## config.mk

```make
export PLATFORM = sky130hd
export DESIGN_NAME = sb_rdi_tx_fifo
export DESIGN_NICKNAME = d
export VERILOG_FILES = /design/src/rtl/sb_rdi_pkg.sv /design/src/rtl/sb_rising_edge_detector.sv /design/src/rtl/sb_rdi_tx_fifo.sv
export SDC_FILE = /design/constraint.sdc
export NUM_CORES = 1
export LEC_CHECK = 0
export ABC_AREA = 0
export CORE_ASPECT_RATIO = 0.75
export CORE_MARGIN = 2
export CORE_UTILIZATION = 45
export CTS_CLUSTER_SIZE = 16
export DETAILED_ROUTE_END_ITERATION = 12
export RECOVER_POWER = 100
export SETUP_SLACK_MARGIN = 0.02
export SYNTH_ARGS = -nofsm -noshare
export SYNTH_HDL_FRONTEND = slang
export SYNTH_SLANG_ARGS = --single-unit
```

## constraint.sdc

```tcl
create_clock -name i_clk -period 4.8 [get_ports i_clk]
set_input_delay 0.96 -clock i_clk [delete_from_list [all_inputs] [get_ports i_clk]]
set_output_delay 0.96 -clock i_clk [all_outputs]
set_load 0.03 [all_outputs]
```

## src/rtl/sb_rdi_pkg.sv

```systemverilog
// rtl/sb_rdi_pkg.sv - shared sideband RDI word layout and srcid encodings
package sb_rdi_pkg;

   localparam int SB_DATA_WIDTH = 32;
   localparam int SB_SRCID_MSB  = 30;
   localparam int SB_SRCID_LSB  = 29;
   localparam int SB_SRCID_W    = SB_SRCID_MSB - SB_SRCID_LSB + 1;

   // Originator of a sideband message, carried in head[30:29].
   typedef enum logic [SB_SRCID_W-1:0] {
      SRCID_STACK   = 2'b00,
      SRCID_ADAPTER = 2'b01,
      SRCID_PHY     = 2'b10
   } sb_srcid_e;

endpackage

```

## src/rtl/sb_rising_edge_detector.sv

```systemverilog
// rtl/sb_rising_edge_detector.sv - registered one-cycle pulse on a gated rising edge
module sb_rising_edge_detector (
   input  logic i_clk,
   input  logic i_rst_n,
   input  logic i_level,
   input  logic i_gate,
   output logic o_pulse
);

   logic level_q;
   logic pulse_q;
   logic pulse_d;

   // A pulse is only issued when the qualifying gate is true at the detecting edge.
   assign pulse_d = i_level & ~level_q & i_gate;

   // Track the previous level and register the pulse so it lasts exactly one cycle.
   always_ff @(posedge i_clk) begin
      if (!i_rst_n) begin
         level_q <= 1'b0;
         pulse_q <= 1'b0;
      end else begin
         level_q <= i_level;
         pulse_q <= pulse_d;
      end
   end

   assign o_pulse = pulse_q;

endmodule

```

## src/rtl/sb_rdi_tx_fifo.sv

```systemverilog
// rtl/sb_rdi_tx_fifo.sv - sideband RDI TX message buffer feeding the serializer
module sb_rdi_tx_fifo
   import sb_rdi_pkg::*;
#(
   parameter int DATA_WIDTH = SB_DATA_WIDTH,
   parameter int DEPTH      = 8,
   parameter int SRCID_MSB  = SB_SRCID_MSB,
   parameter int SRCID_LSB  = SB_SRCID_LSB
) (
   input  logic                  i_clk,
   input  logic                  i_rst_n,
   input  logic [DATA_WIDTH-1:0] i_lp_cfg,
   input  logic                  i_lp_cfg_vld,
   input  logic                  i_ser_done,
   output logic [DATA_WIDTH-1:0] o_fifo_data,
   output logic                  o_ser_valid,
   output logic                  o_ser_done_sampled,
   output logic [1:0]            o_srcid,
   output logic                  o_fifo_data_is_zeros,
   output logic                  o_fifo_full,
   output logic                  o_fifo_empty,
   output logic                  o_overflow
);

   localparam int PTR_W = $clog2(DEPTH);
   localparam int CNT_W = PTR_W + 1;
   localparam logic [CNT_W-1:0] FULL_CNT = CNT_W'(DEPTH);

   logic [DATA_WIDTH-1:0] mem_q [DEPTH];
   logic [PTR_W-1:0]      wr_ptr_q, wr_ptr_d;
   logic [PTR_W-1:0]      rd_ptr_q, rd_ptr_d;
   logic [CNT_W-1:0]      cnt_q, cnt_d;
   logic                  ovf_q, ovf_d;
   logic                  full, empty;
   logic                  push, pop;
   logic                  done_strobe;
   logic [DATA_WIDTH-1:0] head;

   assign full  = (cnt_q == FULL_CNT);
   assign empty = (cnt_q == '0);

   // The strobe is gated on non-empty, so it is itself the pop; a simultaneous pop frees a slot when full.
   assign pop  = done_strobe;
   assign push = i_lp_cfg_vld & (~full | pop);

   sb_rising_edge_detector u_done_edge (
      .i_clk   (i_clk),
      .i_rst_n (i_rst_n),
      .i_level (i_ser_done),
      .i_gate  (~empty),
      .o_pulse (done_strobe)
   );

   // Next-state for pointers, occupancy and the sticky overflow flag.
   always_comb begin
      wr_ptr_d = wr_ptr_q;
      rd_ptr_d = rd_ptr_q;
      cnt_d    = cnt_q;
      ovf_d    = ovf_q;
      if (push) wr_ptr_d = wr_ptr_q + PTR_W'(1);
      if (pop)  rd_ptr_d = rd_ptr_q + PTR_W'(1);
      if (push && !pop)      cnt_d = cnt_q + CNT_W'(1);
      else if (pop && !push) cnt_d = cnt_q - CNT_W'(1);
      if (i_lp_cfg_vld && !push) ovf_d = 1'b1;
   end

   // Control state register with synchronous active-low reset.
   always_ff @(posedge i_clk) begin
      if (!i_rst_n) begin
         wr_ptr_q <= '0;
         rd_ptr_q <= '0;
         cnt_q    <= '0;
         ovf_q    <= 1'b0;
      end else begin
         wr_ptr_q <= wr_ptr_d;
         rd_ptr_q <= rd_ptr_d;
         cnt_q    <= cnt_d;
         ovf_q    <= ovf_d;
      end
   end

   // Storage array; contents are left as-is through reset since the pointers define validity.
   always_ff @(posedge i_clk) begin
      if (i_rst_n && push) mem_q[wr_ptr_q] <= i_lp_cfg;
   end

   // Forcing the head to zero when empty makes srcid 0 and the zero flag 1 with no stale data.
   assign head = empty ? '0 : mem_q[rd_ptr_q];

   assign o_fifo_data          = head;
   assign o_ser_valid          = ~empty;
   assign o_ser_done_sampled   = done_strobe;
   assign o_srcid              = head[SRCID_MSB:SRCID_LSB];
   assign o_fifo_data_is_zeros = (head == '0);
   assign o_fifo_full          = full;
   assign o_fifo_empty         = empty;
   assign o_overflow           = ovf_q;

endmodule

```

==> Yosys cells after proc, flatten, opt, wreduce, memory -nomap -nowiden <==
Memories as Yosys holds them, arrays and structs flattened. A register that Yosys moved wholly into a read port is not among the register bits.
Cells that the tools add are included.
{ "word_totals": {"register_bits": 13, "wordCells": 35, "out_inout_bits": 40, "ram_bits": 256, "memories": 1} }
{ "memory_table": {"columns": ["memory", "depth", "width", "read_ports", "rd_clocked_by_memory_dff", "write_ports", "line", "rtl"], "rows": [
  ["mem_q", 8, 32, 1, 1, 1, "sb_rdi_tx_fifo.sv:29", "logic [DATA_WIDTH-1:0] mem_q [DEPTH];"]
]} }
{ "classes": {"n_mux": 7, "eq_ne": 1, "n_reduce_logical": 9, "addsub": 4, "bitwise_logic": 7} }
{ "op_table": {"columns": ["cell", "n"], "rows": [
  ["32-bit logical NOT", 1],
  ["32-bit 2-to-1 mux", 1],
  ["4-bit 2-to-1 mux", 2],
  ["3-bit by 1-bit adder with 3-bit output (second input constant)", 2],
  ["3-bit 2-to-1 mux", 2],
  ["4-bit by 1-bit adder with 4-bit output (second input constant)", 1],
  ["4-bit == test (second input constant)", 1],
  ["1-bit logical AND", 4],
  ["4-bit logical NOT", 1],
  ["4-bit by 1-bit subtractor with 4-bit output (second input constant)", 1],
  ["1-bit bitwise AND", 3],
  ["1-bit inverter", 3],
  ["1-bit logical NOT", 2],
  ["1-bit 2-to-1 mux", 2],
  ["2-bit nonzero test", 1],
  ["1-bit OR", 1]
]} }

==> Logic depth before layout (Yosys ltp) <==
{ "depth": {"depth_word": 8, "depth_mapped": 11, "depth_no_buf": 11} }

==> Modules after synthesis <==
From an unflattened synthesis, not the netlist that was laid out.
{ "hier_totals": {"hier_cells": 509, "area_unflattened_um2": 10586.4} }
{ "modules_own_cells": {"columns": ["module", "area_each_um2", "cells_per_inst", "seq_area_each_um2", "n_inst"], "rows": [
  ["sb_rdi_tx_fifo", 10530.1, 505, 7967.6, 1],
  ["sb_rising_edge_detector", 56.3, 4, 40.0, 1]
]} }

==> Worst setup path after synthesis <==
No wires, ideal clock.
{ "synth_path": {"path_kind": "input port to flip-flop", "startpoint": "input i_lp_cfg_vld", "endpoint": "memory mem_q[0][0] (netlist name), enable pin", "cell_stages": 4, "path_slack_ps": 807, "arrival_time_ps": 3532, "setup_time_ps": 461, "path_cell_list": "o21ai_1 > inv_2 > nand2b_1 > nor3_1"} }
{ "synth_between": {"elab_chain_cells": 4} }
{ "synth_rtl": {"columns": ["element", "line", "rtl"], "rows": [
  ["from (decl)", "sb_rdi_tx_fifo.sv:13", "input logic i_lp_cfg_vld,"],
  ["1-bit bitwise AND", "sb_rdi_tx_fifo.sv:44", "assign push = i_lp_cfg_vld & (~full | pop);"],
  ["1-bit logical AND", "sb_rdi_tx_fifo.sv:84", "if (i_rst_n && push) mem_q[wr_ptr_q] <= i_lp_cfg;"],
  ["1-bit 2-to-1 mux", "sb_rdi_tx_fifo.sv:84", null],
  ["1-bit 2-to-1 mux (not written as such)", "sb_rdi_tx_fifo.sv:84", null],
  ["to (decl)", "sb_rdi_tx_fifo.sv:29", null]
]} }
No other way between the ends.

==> results list <==
- The flow ran to the end, but the final reports show violations.
- Violated checks: max-capacitance violations, max-slew violations
- Number of global-route vias before repair: 5,560
* Fin nets: 646
- Critical Path Start Type: flip-flop
* Synth-to-layout area growth: 19.4%
* Count of final hold-check violations: 0
- Reg2reg setup slack: 770 ps
- Multi-input gate area in the final layout: between 0.002 and 0.0025 mm2
- Total length of routed wires: 22,100 um
* Maximum number of pins on one net before global-route repair: 65
* Global-route wire length before repair: approximately 34,000 um
- Router iterations before antenna repair: 4
- The worst path needs between 4000 and 5000 ps of the cycle, external delays included.
- The floorplan step set the die height to 137 um.
- Synthesis handed over a netlist of 510 instances.
- Global routing consumed, on the met3 layer, around 3.6% of the routing resources.
- Clk sink count: 272
- After global routing the overflow that remains totals 0.
- Global routing consumed, on the met2 layer, 29.7% of the routing resources.
- H-tree depth reported by CTS: 1
- The top cell types in the final layout, fill and taps aside, are sky130_fd_sc_hd__edfxtp_1, sky130_fd_sc_hd__dlygate4sd3_1, sky130_fd_sc_hd__mux4_2.
- Clk Tree Root Cell: sky130_fd_sc_hd__clkbuf_16
- Headroom to the max-slew limit came out at -82.9%.
- In the routed layout, each cell is associated on average with a via count of about 5.5.
* Min-delay worst type: flip-flop to flip-flop
* Final Max Tran Viols: about 220
- Number of I/O pins: 76
- Summing all non-filler instances in the final layout gives an area of 0.0126 mm2.
- Post-placement cell area: 0.0118 mm2
- DRC violation count after routing: 0
* Setup violation total in the final timing report: 0
- The top cell type by area accounts for between 70% and 80% of the synthesized area.
- Number of nets with antenna violations after detailed routing: 0
- Standard-cell row count: 48
- Timing would allow up to 218 MHz.
* Count of buffers from port buffering: 75
- Die area: 0.0247 mm2
- Fill cells in the final layout number 1,781.
* Placed cell count: 875
- Count of cells along the worst register-to-register path: 6
- In the global route stage, met1 resource usage came out at 26.5%.
- Area of the core: 0.0230 mm2
* Worst reg2reg endpoint: mem_q[3][9]
- The number of antenna violations at the first check in global routing was 1.
* Antenna cell count: 0
- Routability-driven placement finished with a final weighted congestion of 0.730.
- After detailed routing, the average wire length per cell comes to 23.9 um.
* Setup repair after global routing missed its margin: no
* Initial core utilization: about 46%
- Yosys printed 0 warnings.
* Count of maximum capacitance violations: 7
* Synth area leader: sky130_fd_sc_hd__edfxtp_1
- DR vias: 5,094
- Type of the worst setup path: flip-flop to output pin
* Iter 0 DRT Violations: 365
- In this run the worst setup path terminates at o_fifo_data_is_zeros.
- Most common library cell in the layout ignoring fill and taps: sky130_fd_sc_hd__edfxtp_1
- STA puts the critical path data required time at roughly 3800 ps.
- Layout Skew: 12.8 ps
- The average instance in the mapped netlist occupies between 20 and 25 um2.
- Clock Path Buffers: 3
* Total Power: approximately 6500 uW
- Peak supply drop: 0.000432 V
- Post-route clock period utilization: a little over nine tenths
- Clock latency reported for the late side of the worst-skew pair: 530 ps
* Worst setup EP type: output pin
* Fraction of layout cells with a size suffix above 1: 20.0%
- Sequential share of the synthesized area: 75.9%
- On the final layout, the worst hold slack is 390 ps.
* Detail Placement HPWL: 12,300 um
- In the synthesized netlist the async set-or-reset flop fraction comes to 0%.
- Clock-pin slew on the worst setup and hold paths: 60 ps
- Global routing used between 10% and 20% of the available tracks.
- met2 is the most crowded layer.
- TritonCTS clock tree: yes
- When the netlist entered floorplanning its net count stood at 552.
- Data arrives at the worst endpoint at 3630 ps.
- Counting flops with a built-in enable in the synthesized netlist gives between 200 and 300.
- In this run the worst path has a maximum fanout of 36.
- In this run, synthesis produced a sequential element count of about 270.
- Summing every instance area after synthesis gives 0.0106 mm2.
- Power density cells: 518 mW/mm2
* R2r startpoint: cnt_q[0]
- Horizontal die dimension: 181 um
- TritonCTS buffer count: 27
- For the pin with the worst max-slew slack, the measured transition is 2730 ps.
- The count of cells in the finished layout, fillers not included, comes to around 920.
* Setup TNS after final layout: 0 ps
- The most used flip-flop cell after synthesis is sky130_fd_sc_hd__edfxtp_1.
- The analysis attributes to cell leakage a power of 0.00396 uW.
* Register cell area after layout: between 0.008 and 0.009 mm2
- Post-CTS Setup Inserts: 0
- By area the synthesized netlist is led by sky130_fd_sc_hd__edfxtp_1, sky130_fd_sc_hd__mux4_2, sky130_fd_sc_hd__mux2i_1.
- The number of different library cells used by synthesis comes to 33.
-- how the worst min path moves through the flow --
stage               depth (start not counted)             endpoint           startpoint  slack (ps)
CTS                                         1  u_done_edge.o_pulse  u_done_edge.level_q         390
detailed placement                          1  u_done_edge.o_pulse  u_done_edge.level_q         380
finish                                      1  u_done_edge.o_pulse  u_done_edge.level_q         390
global route                                1  u_done_edge.o_pulse  u_done_edge.level_q         420
floorplan                                   1  u_done_edge.o_pulse  u_done_edge.level_q         370
global placement                            1  u_done_edge.o_pulse  u_done_edge.level_q         380
-- cell families (layout without fill, tap and decap cells) --
kind of cell / count (synthesis) / after routing / share of synthesized area, %
multiplexers: 98 / 98 / 16.9
adder cells (fa/ha/maj): 6 / 6 / 0.782
buffers and inverters: 32 / 146 / 1.72
XOR/XNOR: 6 / 6 / 0.498
flip-flops: 272 / 272 / 75.9
AO/OA/AOI/OAI: 25 / 25 / 1.22
AND/OR/NAND/NOR: 71 / 71 / 3.03
-- worst max-delay path, stage by stage (launching register included) --
cell and delay [ps]:
sky130_fd_sc_hd__dfxtp_4 370, sky130_fd_sc_hd__buf_12 290, sky130_fd_sc_hd__mux4_2 560, sky130_fd_sc_hd__mux2i_1 320, sky130_fd_sc_hd__a21oi_1 170, sky130_fd_sc_hd__nor4_4 440
sky130_fd_sc_hd__and4_1 280, sky130_fd_sc_hd__clkdlybuf4s50_1 680
-- layout make-up --
type	instances	share of cell area (%)
well taps	300	2.98
inverters	6	0.179
multi-input cells	206	19.2
repair buffers	91	7.17
clock buffers	38	6.42
flip-flops and latches	272	63.6
clock inverters	11	0.457
-- through the flow --
| stage | utilization, % | setup slack (ps) |
|---|---|---|
| floorplan | - | 807 |
| global placement | 51.2 | 406 |
| detailed placement | 51.2 | 357 |
| CTS | 55.0 | 40.2 |
| global route | 54.8 | 49.8 |
| finish | 54.8 | 215 |
-- registers in the layout (all words and copies together), names as in the netlist, named ones only --
signal               count
wr_ptr_q                 3
mem_q                  256
u_done_edge.level_q      1
rd_ptr_q                 3
u_done_edge.o_pulse      1
o_overflow               1
cnt_q                    4
-- power breakdown --
group	internal, uW	switching [uW]	total (uW)
registers	2680	54.6	2740
logic	663	1100	1760
clock network	1170	860	2030
total	4520	2010	6530
-- cell usage after synthesis, types with 2 or more instances --
master,count
sky130_fd_sc_hd__edfxtp_1,256
sky130_fd_sc_hd__buf_1,4
sky130_fd_sc_hd__a21oi_1,21
sky130_fd_sc_hd__clkbuf_1,12
sky130_fd_sc_hd__nor3_1,4
sky130_fd_sc_hd__xnor2_1,3
sky130_fd_sc_hd__nor4_1,4
sky130_fd_sc_hd__mux4_2,64
sky130_fd_sc_hd__nor2_1,46
sky130_fd_sc_hd__xor2_1,3
sky130_fd_sc_hd__nand2b_1,2
sky130_fd_sc_hd__ha_1,5
sky130_fd_sc_hd__nand2_1,7
sky130_fd_sc_hd__mux2i_1,34
sky130_fd_sc_hd__inv_1,5
sky130_fd_sc_hd__buf_4,2
sky130_fd_sc_hd__dfxtp_1,16
sky130_fd_sc_hd__buf_6,7
-- per-layer routing --
layer | wire [um] | vias to the layer above | part of all wire, %
met5 | 13 | - | 0.059
met4 | 334 | 2 | 1.5
met3 | 1270 | 29 | 5.8
met2 | 10400 | 144 | 47
met1 | 10000 | 2661 | 46
li1 | - | 2258 | -
-- timing repair --
| action | 4_1_cts | 5_1_grt |
|---|---|---|
| pin swaps | 0 | 0 |
| gates resized for setup | 1 | 2 |
| hold buffers | 0 | 0 |
| cloned | 0 | 0 |
| endpoints found under the setup margin | 1 | 1 |
Note: power is estimated with default switching activity, not from simulation.
